--- src/rtl/alu_logop_seq_if.sv ---
// rtl/alu_logop_seq_if.sv - Operand/result handshake bus for alu_logop_seq.
// LogOp_zero exists only when LOGOP_ZERO_FLAG_EN is defined.
interface alu_logop_seq_if #(
  parameter int WIDTH = 32
);
  logic             in_valid;
  logic             in_ready;
  logic [WIDTH-1:0] ALU_dat1;
  logic [WIDTH-1:0] ALU_dat2;
  logic [4:0]       Instruction_to_ALU;
  logic             out_valid;
  logic             out_ready;
  logic [WIDTH-1:0] LogOp_out;
  logic             LogOp_err;
`ifdef LOGOP_ZERO_FLAG_EN
  logic             LogOp_zero;
`endif

  modport master (
`ifdef LOGOP_ZERO_FLAG_EN
    input  LogOp_zero,
`endif
    output in_valid, ALU_dat1, ALU_dat2, Instruction_to_ALU, out_ready,
    input  in_ready, out_valid, LogOp_out, LogOp_err
  );

  modport slave (
`ifdef LOGOP_ZERO_FLAG_EN
    output LogOp_zero,
`endif
    input  in_valid, ALU_dat1, ALU_dat2, Instruction_to_ALU, out_ready,
    output in_ready, out_valid, LogOp_out, LogOp_err
  );
endinterface

--- src/rtl/alu_logop_seq.sv ---
// rtl/alu_logop_seq.sv - Handshaked AND/OR/XOR and iterative SLL/SRL/SRA unit.
// Define LOGOP_ZERO_FLAG_EN to add the registered LogOp_zero result flag.
module alu_logop_seq #(
  parameter int WIDTH      = 32,
  parameter int SHIFT_STEP = 1
) (
  input  logic           soc_clk,
  input  logic           reset,
  alu_logop_seq_if.slave bus
);
  localparam int          SW   = $clog2(WIDTH);
  localparam logic [SW:0] STEP = (SW+1)'(SHIFT_STEP);

  localparam logic [4:0] OP_AND = 5'd15;
  localparam logic [4:0] OP_OR  = 5'd14;
  localparam logic [4:0] OP_XOR = 5'd11;
  localparam logic [4:0] OP_SLL = 5'd12;
  localparam logic [4:0] OP_SRL = 5'd13;
  localparam logic [4:0] OP_SRA = 5'd10;

  typedef enum logic [1:0] {IDLE = 2'd0, SHIFT = 2'd1, DONE = 2'd2} state_e;
  typedef enum logic [1:0] {SH_LL = 2'd0, SH_RL = 2'd1, SH_RA = 2'd2} shop_e;

  state_e           state_q;
  shop_e            shop_q, shop_d;
  logic [WIDTH-1:0] work_q, work_d;
  logic [WIDTH-1:0] out_q, out_d;
  logic [SW-1:0]    rem_q;
  logic             err_q, err_d;

  logic             accept, is_logic, is_shift, out_load;
  logic [WIDTH-1:0] logic_res;
  logic [SW-1:0]    shamt, step_k;

  assign bus.in_ready  = (state_q == IDLE) || ((state_q == DONE) && bus.out_ready);
  assign bus.out_valid = (state_q == DONE);
  assign bus.LogOp_out = out_q;
  assign bus.LogOp_err = err_q;

  assign accept = bus.in_valid && bus.in_ready;
  assign shamt  = bus.ALU_dat2[SW-1:0];
  // Last step of a shift may be shorter than SHIFT_STEP.
  assign step_k = ({1'b0, rem_q} >= STEP) ? STEP[SW-1:0] : rem_q;

  always_comb begin
    is_logic  = 1'b1;
    is_shift  = 1'b0;
    logic_res = '0;
    shop_d    = SH_LL;
    case (bus.Instruction_to_ALU)
      OP_AND:  logic_res = bus.ALU_dat1 & bus.ALU_dat2;
      OP_OR:   logic_res = bus.ALU_dat1 | bus.ALU_dat2;
      OP_XOR:  logic_res = bus.ALU_dat1 ^ bus.ALU_dat2;
      OP_SLL:  begin is_logic = 1'b0; is_shift = 1'b1; shop_d = SH_LL; end
      OP_SRL:  begin is_logic = 1'b0; is_shift = 1'b1; shop_d = SH_RL; end
      OP_SRA:  begin is_logic = 1'b0; is_shift = 1'b1; shop_d = SH_RA; end
      default: is_logic = 1'b0;
    endcase
  end

  always_comb begin
    work_d = work_q;
    case (shop_q)
      SH_LL:   work_d = work_q << step_k;
      SH_RL:   work_d = work_q >> step_k;
      default: work_d = WIDTH'($signed(work_q) >>> step_k);
    endcase
  end

  always_comb begin
    out_load = 1'b0;
    out_d    = out_q;
    err_d    = err_q;
    if (state_q == SHIFT) begin
      if (rem_q == step_k) begin
        out_load = 1'b1;
        out_d    = work_d;
        err_d    = 1'b0;
      end
    end else if (accept) begin
      if (is_logic) begin
        out_load = 1'b1;
        out_d    = logic_res;
        err_d    = 1'b0;
      end else if (!is_shift) begin
        out_load = 1'b1;
        out_d    = '0;
        err_d    = 1'b1;
      end else if (shamt == '0) begin
        out_load = 1'b1;
        out_d    = bus.ALU_dat1;
        err_d    = 1'b0;
      end
    end
  end

  always_ff @(posedge soc_clk or negedge reset) begin
    if (!reset) begin
      state_q <= IDLE;
      shop_q  <= SH_LL;
      work_q  <= '0;
      rem_q   <= '0;
      out_q   <= '0;
      err_q   <= 1'b0;
    end else begin
      if (out_load) begin
        out_q <= out_d;
        err_q <= err_d;
      end
      case (state_q)
        SHIFT: begin
          work_q <= work_d;
          rem_q  <= rem_q - step_k;
          if (rem_q == step_k) state_q <= DONE;
        end
        default: begin
          if (accept) begin
            if (is_shift) begin
              work_q <= bus.ALU_dat1;
              rem_q  <= shamt;
              shop_q <= shop_d;
            end
            state_q <= (is_shift && (shamt != '0)) ? SHIFT : DONE;
          end else if ((state_q == DONE) && bus.out_ready) begin
            state_q <= IDLE;
          end
        end
      endcase
    end
  end

`ifdef LOGOP_ZERO_FLAG_EN
  logic zero_q;

  always_ff @(posedge soc_clk or negedge reset) begin
    if (!reset)        zero_q <= 1'b0;
    else if (out_load) zero_q <= (out_d == '0) && !err_d;
  end

  assign bus.LogOp_zero = zero_q;
`endif

endmodule

--- src/flat_wrapper.sv ---
// flat-port wrapper written by rule: the top's interface ports become plain ports
module alu_logop_seq_flat 
#(
  parameter int WIDTH      = 32,
  parameter int SHIFT_STEP = 1
)
  (soc_clk, reset, bus_in_valid, bus_ALU_dat1, bus_ALU_dat2, bus_Instruction_to_ALU, bus_out_ready, bus_in_ready, bus_out_valid, bus_LogOp_out, bus_LogOp_err);
  alu_logop_seq_if #(.WIDTH(WIDTH)) bus_i ();
  input  logic soc_clk;
  input  logic reset;
  input wire logic [$bits(bus_i.in_valid)-1:0] bus_in_valid;
  input wire logic [$bits(bus_i.ALU_dat1)-1:0] bus_ALU_dat1;
  input wire logic [$bits(bus_i.ALU_dat2)-1:0] bus_ALU_dat2;
  input wire logic [$bits(bus_i.Instruction_to_ALU)-1:0] bus_Instruction_to_ALU;
  input wire logic [$bits(bus_i.out_ready)-1:0] bus_out_ready;
  output wire logic [$bits(bus_i.in_ready)-1:0] bus_in_ready;
  output wire logic [$bits(bus_i.out_valid)-1:0] bus_out_valid;
  output wire logic [$bits(bus_i.LogOp_out)-1:0] bus_LogOp_out;
  output wire logic [$bits(bus_i.LogOp_err)-1:0] bus_LogOp_err;
  assign bus_i.in_valid = bus_in_valid;
  assign bus_i.ALU_dat1 = bus_ALU_dat1;
  assign bus_i.ALU_dat2 = bus_ALU_dat2;
  assign bus_i.Instruction_to_ALU = bus_Instruction_to_ALU;
  assign bus_i.out_ready = bus_out_ready;
  assign bus_in_ready = bus_i.in_ready;
  assign bus_out_valid = bus_i.out_valid;
  assign bus_LogOp_out = bus_i.LogOp_out;
  assign bus_LogOp_err = bus_i.LogOp_err;
  alu_logop_seq #(.WIDTH(WIDTH), .SHIFT_STEP(SHIFT_STEP)) u_core (.soc_clk(soc_clk), .reset(reset), .bus(bus_i));
endmodule
--- config.mk ---
export PLATFORM = sky130hd
export DESIGN_NAME = alu_logop_seq_flat
export DESIGN_NICKNAME = d
export VERILOG_FILES = /design/src/rtl/alu_logop_seq_if.sv /design/src/rtl/alu_logop_seq.sv /design/src/flat_wrapper.sv
export SDC_FILE = /design/constraint.sdc
export NUM_CORES = 1
export LEC_CHECK = 0
export ABC_AREA = 1
export CELL_PAD_IN_SITES_DETAIL_PLACEMENT = 1
export CELL_PAD_IN_SITES_GLOBAL_PLACEMENT = 2
export CORE_MARGIN = 2
export CORE_UTILIZATION = 30
export CTS_CLUSTER_DIAMETER = 50
export DETAILED_ROUTE_END_ITERATION = 7
export PLACE_DENSITY_LB_ADDON = 0.1
export SETUP_SLACK_MARGIN = 0.02
export SLEW_MARGIN = 20
export SYNTH_ARGS = -nofsm -noshare
export SYNTH_HDL_FRONTEND = slang
export SYNTH_SLANG_ARGS = --single-unit
--- constraint.sdc ---
create_clock -name soc_clk -period 2.7 [get_ports soc_clk]
set_input_delay 0.54 -clock soc_clk [delete_from_list [all_inputs] [get_ports soc_clk]]
set_output_delay 0.54 -clock soc_clk [all_outputs]
set_load 0.1 [all_outputs]
==> impl.org <==
** Logic synthesis
- Share of the synthesized area in the top cell type :: 28.2%
- Of the synthesized area, sequential elements account for 28.2%.
- Synthesized net count :: 1128
- Yosys attributes the largest share of cell area to dfrtp_1, nand2_1, ha_1.
- Count of mapped cells out of synthesis :: 990
- The synthesized netlist occupies a cell area of 0.00656 mm^2.
- Each instance of the synthesized netlist takes up on average 6.62 um^2.
- Yosys top cell by area :: dfrtp_1
- Number of register bits inferred by synthesis :: 74
- Warnings from Yosys :: 0
- Post-synthesis cell type count :: 29

** CTS
- TritonCTS created 9 clock buffers.
- Counting every sink on the clock net gives 74.
- Clock slew seen by the registers of the worst setup and hold paths :: 60 ps
- Resized Gates After CTS :: 0
- Clock insertion delay at the later pin of the skew report :: 350 ps
- Clk buf depth :: 2
- The number of setup buffers added after CTS is 0.
- In this run the clock root is driven by a clkbuf_16.
- TritonCTS built the clock tree.
- Clock H-tree levels :: 3
- Cts-stage hold buffer count :: 0

** Place
- The wire-length estimate of the detail-placed layout is 16600 um.
- The congestion estimate from routability-driven global placement came to 0.804.
- I/O Buffers :: 107

** Layout
- 0 antenna diodes ended up in the layout.
- Fraction of layout cells with a size suffix above 1 :: 9.82%
- In the final design database the tool counted 1223 nets.
- In the layout the commonest cells are nand2_1, inv_1, o21ai_0.
- Most common cell after layout, fill and taps aside :: nand2_1
- From synthesis to final layout, the design area changed by 24.1%.

** GRT
- Entering global routing, the biggest net connects 48 pins.
- In the global route stage, met3 resource usage came out at 1.68%.
- The first global-routing pass estimated 36400 um of wire.
- Initial antenna violation count :: 0
- Busiest layer in global routing :: met2
- Total track usage :: 19.5%
- M2 GR Usage :: 33.5%
- Via count of the first global-routing pass :: 6802
- Global routing used 26.3% of the available met1 tracks.
- Remaining Overflow, GRT :: 0

** Floorplanning
- For this configuration, the core starts out at a cell density of 30.3%.
- The die covers 0.0231 mm^2.
- The region available for standard cell placement spans 0.0216 mm^2.
- Overall die height :: 152 um
- The initialized floorplan defines 54 standard-cell rows.
- For this design the top-level I/O count stands at 108.
- Die width :: 152 um

** Critical path
- In this design, the critical path's most frequently occurring cell is nand2_1.
- In this run the worst path has a maximum fanout of 18.
- Buf+Inv Stages, Crit Path :: 1
- CP cell instances :: nor2_2, nand3_1, nand2_1, ha_1, nand3_1, nand2_1, nand3_4, inv_2, nand2_1, nand2_1
- STA classifies the critical path endpoint as a register.
- For the worst setup path, the data arrival time is 2460 ps.
- At the worst endpoint, the required time is 2980 ps.
- In this design, the stage delay of the slowest critical-path cell is 420 ps.
- The worst setup path is of the register to register kind.
- The worst setup path is launched from a register.
- Critical Path Slowest Stage Cell :: dfrtp_1
- The kind of cell with the highest combined delay along the critical path is simple AND/OR/NAND/NOR gates.

** Timing
- Worst slew pin tran :: 731 ps
- Measured against its own limit, the worst slew margin works out to 51.0%.
- The number of pins with negative max-slew slack in the final report is 0.
- The final number of hold-violating endpoints was 0.
- Clock Skews :: 11.1 ps
- Setup repair after global routing left no endpoint under its margin.
- After routing, the total negative slack on setup checks comes to 0 ps.
- Endpoints failing setup :: 0
- Part of the cycle the worst path needs :: 80.5%
- Min Clock Period, post-route :: 2170 ps
- Upper clock frequency limit :: 460 MHz

** Routing
- Number of vias in the routed layout :: 6581
- After detailed routing, the number of remaining DRC violations is 0.
- The count of nets left with antenna violations once routing finished came out at 0.
- For this run, the detailed router's first-pass iteration total came to 4.
- Drt via density :: 4.80
- Number of DRC markers after the initial detailed-route iteration :: 207
- Routed Wire Length :: 22200 um
- Dividing the detail-routed wire length by the instance count gives 16.2 um.

** Power and ir drop
- In this run the power density over the cells is 848 mW/mm^2.
- P_leak :: 4.30 nW
- Max rail drop VDD :: 403 uV
- The completed layout was analyzed and its total power is 6.89 mW.

** Job
- Max-cap violations in this run came to 0.

** Min path
- The min-delay analysis places its worst path in the category input pin to async pin.

** Outcome
- Run status :: completed
==> Yosys cell counts <==
library cell	count
a21boi_1	14
a21oi_1	52
a21oi_2	1
a22oi_1	7
buf_1	3
buf_2	15
buf_4	17
buf_6	5
clkbuf_1	10
dfrtp_1	74
ha_1	65
inv_1	152
inv_2	6
nand2_1	269
nand2_2	5
nand2_4	2
nand3_1	65
nand3_2	1
nand3_4	3
nand4_1	28
nor2_1	86
nor2_2	5
nor2_4	4
o211ai_1	4
o21ai_0	89
o21ai_1	3
o21ai_4	1
o221ai_1	3
o22ai_1	1
==> where the power goes <==
part           total [mW]  switching (mW)  internal [mW]
Combinational        3.79            2.78           1.01
Clock                1.19           0.498          0.697
Sequential           1.91           0.331           1.58
==> final timing paths <==
path	start	end	slack, ps	depth (start not counted)
worst max-delay path	u_core.rem_q[4]	u_core.bus.LogOp_out[5]	530	10
worst min-delay path	reset	u_core.bus.LogOp_out[5]	150	1
worst max register to register	u_core.rem_q[4]	u_core.bus.LogOp_out[5]	530	10
worst min register to register	u_core.bus.LogOp_out[9]	u_core.bus.LogOp_out[9]	480	2
max in group asynchronous	reset	u_core.bus.LogOp_out[1]	1920	2
min in group soc_clk	u_core.bus.LogOp_out[9]	u_core.bus.LogOp_out[9]	480	2
==> kinds of logic after synthesis <==
logic type,count (synthesis),synth area share (%)
compound gates,175,14.7
buf+inv,208,13.7
flops,74,28.2
fa+ha+maj,65,12.4
simple gates,468,30.9
==> through the flow <==
step	utilization, %	setup WS (ps)	std cells	instance area (um^2)	hold WS (ps)
after floorplan	-	353	990	6560	244
after global placement	36.3	217	1354	7850	465
after detailed placement	36.3	185	1354	7850	467
after CTS	37.6	488	1370	8140	162
after global routing	37.6	293	1370	8140	185
final	37.6	528	1370	8140	150
==> layout make-up <==
| type | instances | area, um^2 |
|---|---|---|
| inverter | 158 | 593 |
| tap | 280 | 350 |
| clock inverter | 2 | 10.0 |
| timing repair buffer | 134 | 1250 |
| multi-input combinational | 708 | 3810 |
| sequential | 74 | 1850 |
| fill | 2809 | 13500 |
| clock buffer | 14 | 274 |
==> per-layer routing <==
layer / up-vias / wire (um)
li1: 3337 / -
met1: 3138 / 10600
met2: 92 / 10600
met3: 14 / 616
met4: 0 / 316
met5: - / 0
==> state kept, by name, summed over array words and instances, names as in the netlist <==
register	cells
u_core.bus.LogOp_err	1
u_core.state_q	2
u_core.bus.LogOp_out	32
u_core.rem_q	5
u_core.work_q	32
u_core.shop_q	2
Note: power is estimated with default switching activity, not from simulation.
